`src/rtl/zigzag_buffer_ctrl.sv`:
```
// -----------------------------------------------------------------------------
// zigzag_buffer_ctrl
//
// Sequencer for the 64x8-bit zigzag data buffer of the JPEG encoder. Accepts an
// 8x8 block as eight 64-bit rows from the quantizer, drives the buffer's
// row-write strobes, fires a one-cycle zigzag enable once the block is loaded,
// waits out the buffer's zigzag latency and then offers the result to the
// entropy coder. Rows of the next block may be loaded while the current
// result waits for downstream.
//
// Ports
//   clock              in   single clock, rising edge
//   reset_n            in   synchronous active-low reset
//   in_valid/in_ready  row handshake from the quantizer
//   in_row_data        in   64-bit row, byte [63:56] is column 0
//   buf_input_enable   out  buffer bulk-load enable, tied low
//   buf_data_enable    out  registered row-write strobe
//   buf_matrix_row     out  registered row index 0..7
//   buf_row_data       out  registered row data
//   buf_zigzag_enable  out  registered one-cycle zigzag trigger
//   out_valid/out_ready  block handshake to the entropy coder
//   blk_count          out  completed-block counter, wraps
//   busy               out  not idle (state != FILL or rows pending)
// -----------------------------------------------------------------------------
module zigzag_buffer_ctrl #(
   parameter int ZZ_LATENCY = 3,
   parameter int CNT_WIDTH  = 16
) (
   input  logic                 clock,
   input  logic                 reset_n,
   input  logic                 in_valid,
   output logic                 in_ready,
   input  logic [63:0]          in_row_data,
   output logic                 buf_input_enable,
   output logic                 buf_data_enable,
   output logic [7:0]           buf_matrix_row,
   output logic [63:0]          buf_row_data,
   output logic                 buf_zigzag_enable,
   output logic                 out_valid,
   input  logic                 out_ready,
   output logic [CNT_WIDTH-1:0] blk_count,
   output logic                 busy
);

   typedef enum logic [2:0] {
      ST_FILL,
      ST_SETTLE,
      ST_ZIG,
      ST_WAIT,
      ST_HOLD
   } state_t;

   // WAIT lasts ZZ_LATENCY cycles: it counts from ZZ_LATENCY-1 down to 0.
   localparam logic [3:0] WAIT_INIT = 4'(ZZ_LATENCY - 1);

   state_t               state_q;
   logic [3:0]           row_cnt_q;
   logic [3:0]           row_cnt_d;
   logic [3:0]           wait_cnt_q;
   logic [CNT_WIDTH-1:0] blk_count_q;
   logic                 buf_data_enable_q;
   logic [7:0]           buf_matrix_row_q;
   logic [63:0]          buf_row_data_q;
   logic                 buf_zigzag_enable_q;
   logic                 in_hs;
   logic                 out_hs;

   // Rows are refused in SETTLE/ZIG/WAIT so the matrix is stable until the
   // zigzag stage has sampled it, and in HOLD once the next block is complete.
   assign in_ready  = ((state_q == ST_FILL) || (state_q == ST_HOLD)) && (row_cnt_q < 4'd8);
   assign out_valid = (state_q == ST_HOLD);
   assign in_hs     = in_valid && in_ready;
   assign out_hs    = out_valid && out_ready;
   assign busy      = (state_q != ST_FILL) || (row_cnt_q != 4'd0);

   assign buf_input_enable  = 1'b0;
   assign buf_data_enable   = buf_data_enable_q;
   assign buf_matrix_row    = buf_matrix_row_q;
   assign buf_row_data      = buf_row_data_q;
   assign buf_zigzag_enable = buf_zigzag_enable_q;
   assign blk_count         = blk_count_q;

   // NOTE: every variable assigned in always_comb gets a value on every path;
   // a path that leaves it unassigned would infer a latch.
   always_comb begin
      row_cnt_d = row_cnt_q;
      if (in_hs) row_cnt_d = row_cnt_q + 4'd1;
   end

   // NOTE: sequential state uses non-blocking assignments only, so every
   // register samples the pre-edge values regardless of statement order.
   always_ff @(posedge clock) begin
      if (!reset_n) begin
         state_q             <= ST_FILL;
         row_cnt_q           <= 4'd0;
         wait_cnt_q          <= 4'd0;
         blk_count_q         <= '0;
         buf_data_enable_q   <= 1'b0;
         buf_matrix_row_q    <= 8'd0;
         buf_row_data_q      <= 64'd0;
         buf_zigzag_enable_q <= 1'b0;
      end else begin
         // Row write lands one cycle after its handshake; index and data hold
         // their last values between strobes.
         buf_data_enable_q <= in_hs;
         if (in_hs) begin
            buf_matrix_row_q <= {4'd0, row_cnt_q};
            buf_row_data_q   <= in_row_data;
         end

         buf_zigzag_enable_q <= (state_q == ST_ZIG);
         row_cnt_q           <= row_cnt_d;

         if (out_hs) blk_count_q <= blk_count_q + CNT_WIDTH'(1);

         case (state_q)
            ST_FILL: begin
               if (row_cnt_d == 4'd8) state_q <= ST_SETTLE;
            end
            // One cycle so the 8th row write reaches the buffer before the
            // zigzag stage samples it.
            ST_SETTLE: begin
               state_q <= ST_ZIG;
            end
            ST_ZIG: begin
               row_cnt_q  <= 4'd0;
               wait_cnt_q <= WAIT_INIT;
               state_q    <= ST_WAIT;
            end
            ST_WAIT: begin
               if (wait_cnt_q == 4'd0) state_q <= ST_HOLD;
               else                    wait_cnt_q <= wait_cnt_q - 4'd1;
            end
            // Leaving HOLD only on an out handshake guarantees no second
            // zigzag pulse can overwrite a result that is still offered.
            ST_HOLD: begin
               if (out_hs) state_q <= (row_cnt_d == 4'd8) ? ST_SETTLE : ST_FILL;
            end
            default: begin
               state_q <= ST_FILL;
            end
         endcase
      end
   end

endmodule

```
`config.mk`:
```
export PLATFORM = sky130hd
export DESIGN_NAME = zigzag_buffer_ctrl
export DESIGN_NICKNAME = d
export VERILOG_FILES = /design/src/rtl/zigzag_buffer_ctrl.sv
export SDC_FILE = /design/constraint.sdc
export NUM_CORES = 1
export LEC_CHECK = 0
export CORE_MARGIN = 1.5
export CORE_UTILIZATION = 42
export CTS_CLUSTER_SIZE = 8
export DETAILED_ROUTE_END_ITERATION = 6
export PLACE_DENSITY = 0.8
export SLEW_MARGIN = 30
export SYNTH_ARGS = -nofsm -noshare
export SYNTH_HDL_FRONTEND = slang
export SYNTH_SLANG_ARGS = --single-unit
```
`constraint.sdc`:
```
create_clock -name clock -period 1.8 [get_ports clock]
set_input_delay 0.36 -clock clock [delete_from_list [all_inputs] [get_ports clock]]
set_output_delay 0.36 -clock clock [all_outputs]
set_load 0.005 [all_outputs]
```
==> impl_results.md <==
* Wire length per cell at approximately 14 µm
* Ports at 162
* Proportion of synthesized chip area in sequential cells at 0.5196
* VDD IR max at 0.3979 mV
* Arrival @ worst endpoint at 1.38 ns
* Max-slew violation count at 0
* Chip height at about 97 µm
* Fmax achieved at between 500 and 600 MHz
* Clk pin slew, worst setup/hold paths at around 0.090 ns
* Core area at approximately 0.0087 mm²
* GRT Overall Usage at 0.2103
* Critical path type: register to output port
* Die area at around 0.0095 mm²
* Layout cells sized above 1 at 0.09546
* Place WS at -0.3404 ns
* Fin area at 0.005851 mm²
* Inserted Clock Buffers at 9
* Critical path required time at 1.44 ns
* Setup slack, reg-to-reg at between 0.05 and 0.06 ns
* Detail Route Antenna Nets at 0
* Maximum clock path buffer count at 2
* GPL Wtd Cong at 0.8309
* Antenna violations before repair at 0
* Clock Latency Late Sink at about 0.34 ns
* Rows at 34
* Final worst slack at roughly 0.057 ns
* Num Clock Sinks at 97
* Cell Area, Synth at approximately 0.0037 mm²
* Inserted Diodes at 0
* MaxCap Viol Count at 0
* P&R area growth vs syn at 56.55%
* DR pass1 iterations at 5
* Leak pwr at 2.224 nW
* Cell count after placement at between 700 and 800
* Worst-Margin Slew at 0.8458 ns
* YS warnings at 0
* First-pass GRT wire length at approximately 17000 µm
* Final Hold Viols at 0
* Total grt overflow at 0
* Most used DFF post-synth: dfxtp_1
* Non-Filler Instances at about 750
* Final setup violation count at 0
* Final Core Density at 0.6742
* Vias after detailed routing at 3769
* Async SR Flop Fraction at 0
* Port-buffer cells at ~160
* Synth Register Bits at 97
* Nets at approximately 710
* Type of destination of the critical path: output port
* H-tree depth at 3
* Post-synthesis cell type count at 39
* Total Power at 4.382 mW
* DRC viols at 0
* Post-route clock period utilization at 0.9682
* Dpl cell area at ~0.0056 mm²
* Min cycle time layout at roughly 1.7 ns
* HP Class: register to register
* Slew headroom at 0.4302
* Starting Density at 0.4307
* CTS tree: yes
* Largest net degree at the start of global routing at 45
* PD cells at roughly 750 mW/mm²
* Mapped Cells at 464
* Vias in the first global route at approximately 3700
* Startpoint types: register
* Drt first-iter violations at around 110
* Post-synth EDFFs at 0
* Via-to-Cell Ratio at 5.046
* Worst Clk Skew at 0.01235 ns
* Total Wirelength at a little over 10000 µm
* Die width at just under 100 µm
* CP Max Fanout at 4
* Status: complete, no violations
* DPL Wire Length at about 7400 µm
* Root Buffer: clkbuf_8
* Mean Syn Cell Area at ~8 µm²
## cell type report
cell class | instances | area, µm²
Inverter | 6 | 22.52
Tap cell | 108 | 135.1
Clock inverter | 5 | 80.08
Timing Repair Buffer | 188 | 1839
Multi-Input combinational cell | 333 | 1680
Clock buffer | 10 | 137.6
Sequential cell | 97 | 1956
Fill cell | 738 | 2828
## metal layers
layer | vias up | global-route usage | part of all wire
met1 | 1742 | 0.2406 | 0.42
li1 | 1879 | - | -
met2 | 132 | 0.3749 | 0.49
met5 | - | 0 | 0
met4 | 0 | 0.07253 | 0.022
met3 | 16 | 0.05971 | 0.072
## path summary, 6_finish.rpt
check                         from               end  depth (start not counted)
setup / recovery      blk_count[0]      blk_count[0]                          2
hold / removal    buf_row_data[24]  buf_row_data[24]                          2
hold reg to reg   buf_row_data[24]  buf_row_data[24]                          2
setup reg to reg      blk_count[7]     blk_count[15]                          4
## cells by family after synthesis
group | Yosys count | share of synthesized area
and+or+nand+nor | 219 | 0.2601
DFF | 97 | 0.5196
AOI/OAI and AO/OA | 92 | 0.1306
buffers and inverters | 38 | 0.04386
xor gates and xnor gates | 12 | 0.02812
adders and majority gates | 5 | 0.01674
other | 1 | 0.001003
## cell usage after synthesis (6+ instances only)
library cell | count | area share
xor2_1 | 9 | 0.021
nor4_1 | 6 | 0.010
dfxtp_1 | 97 | 0.52
nand2_1 | 148 | 0.15
nor2_1 | 21 | 0.021
clkbuf_1 | 25 | 0.025
nand4_1 | 9 | 0.015
a21oi_1 | 78 | 0.10
nand3_1 | 7 | 0.0094
nor3_1 | 7 | 0.0094
## registers in the layout (all words and copies together), names as in the netlist
signal             count
buf_row_data          64
blk_count             16
buf_matrix_row         4
row_cnt_q              4
wait_cnt_q             4
state_q                3
buf_data_enable        1
buf_zigzag_enable      1
## cell usage in the layout (no fill, tap or decap), types with 4 or more instances in the layout
cell type	netlist	routed
clkdlybuf4s50_1	0	153
nand2_1	148	148
dfxtp_1	97	92
a21oi_1	78	77
buf_4	5	28
nor2_1	21	20
clkbuf_8	0	10
xor2_1	9	9
nand4_1	9	9
nand3_1	7	7
nor3_1	7	6
nor4_1	6	6
inv_1	5	5
o21ai_0	5	5
ha_1	5	5
conb_1	1	5
and3_1	4	4
## stage by stage
step	hold slack (ns)	TNS, ns
after floorplan	0.4527	0
after global routing	0.4735	-0.0009945
after detailed placement	0.4463	-21.35
after CTS	0.4593	-0.01305
after global placement	0.4410	-20.12
final	0.4573	0
## power by group
group,leakage (nW),internal [mW],switching [mW]
clock network,0.104,0.811,0.715
registers,0.797,2.23,0.0447
logic,1.32,0.354,0.227
## timing repair
item / CTS / global route
resized for setup: 14 / 4
hold buffers: 0 / 0
endpoints found under the setup margin: 4 / 33
buffers inserted: 2 / 1
pin swaps: 1 / 3
## critical path: stages (launching register included)
cell             delay, ns
dfxtp_1               0.39
buf_4                 0.16
clkdlybuf4s50_1       0.49
(Power assumes the default switching activity.)
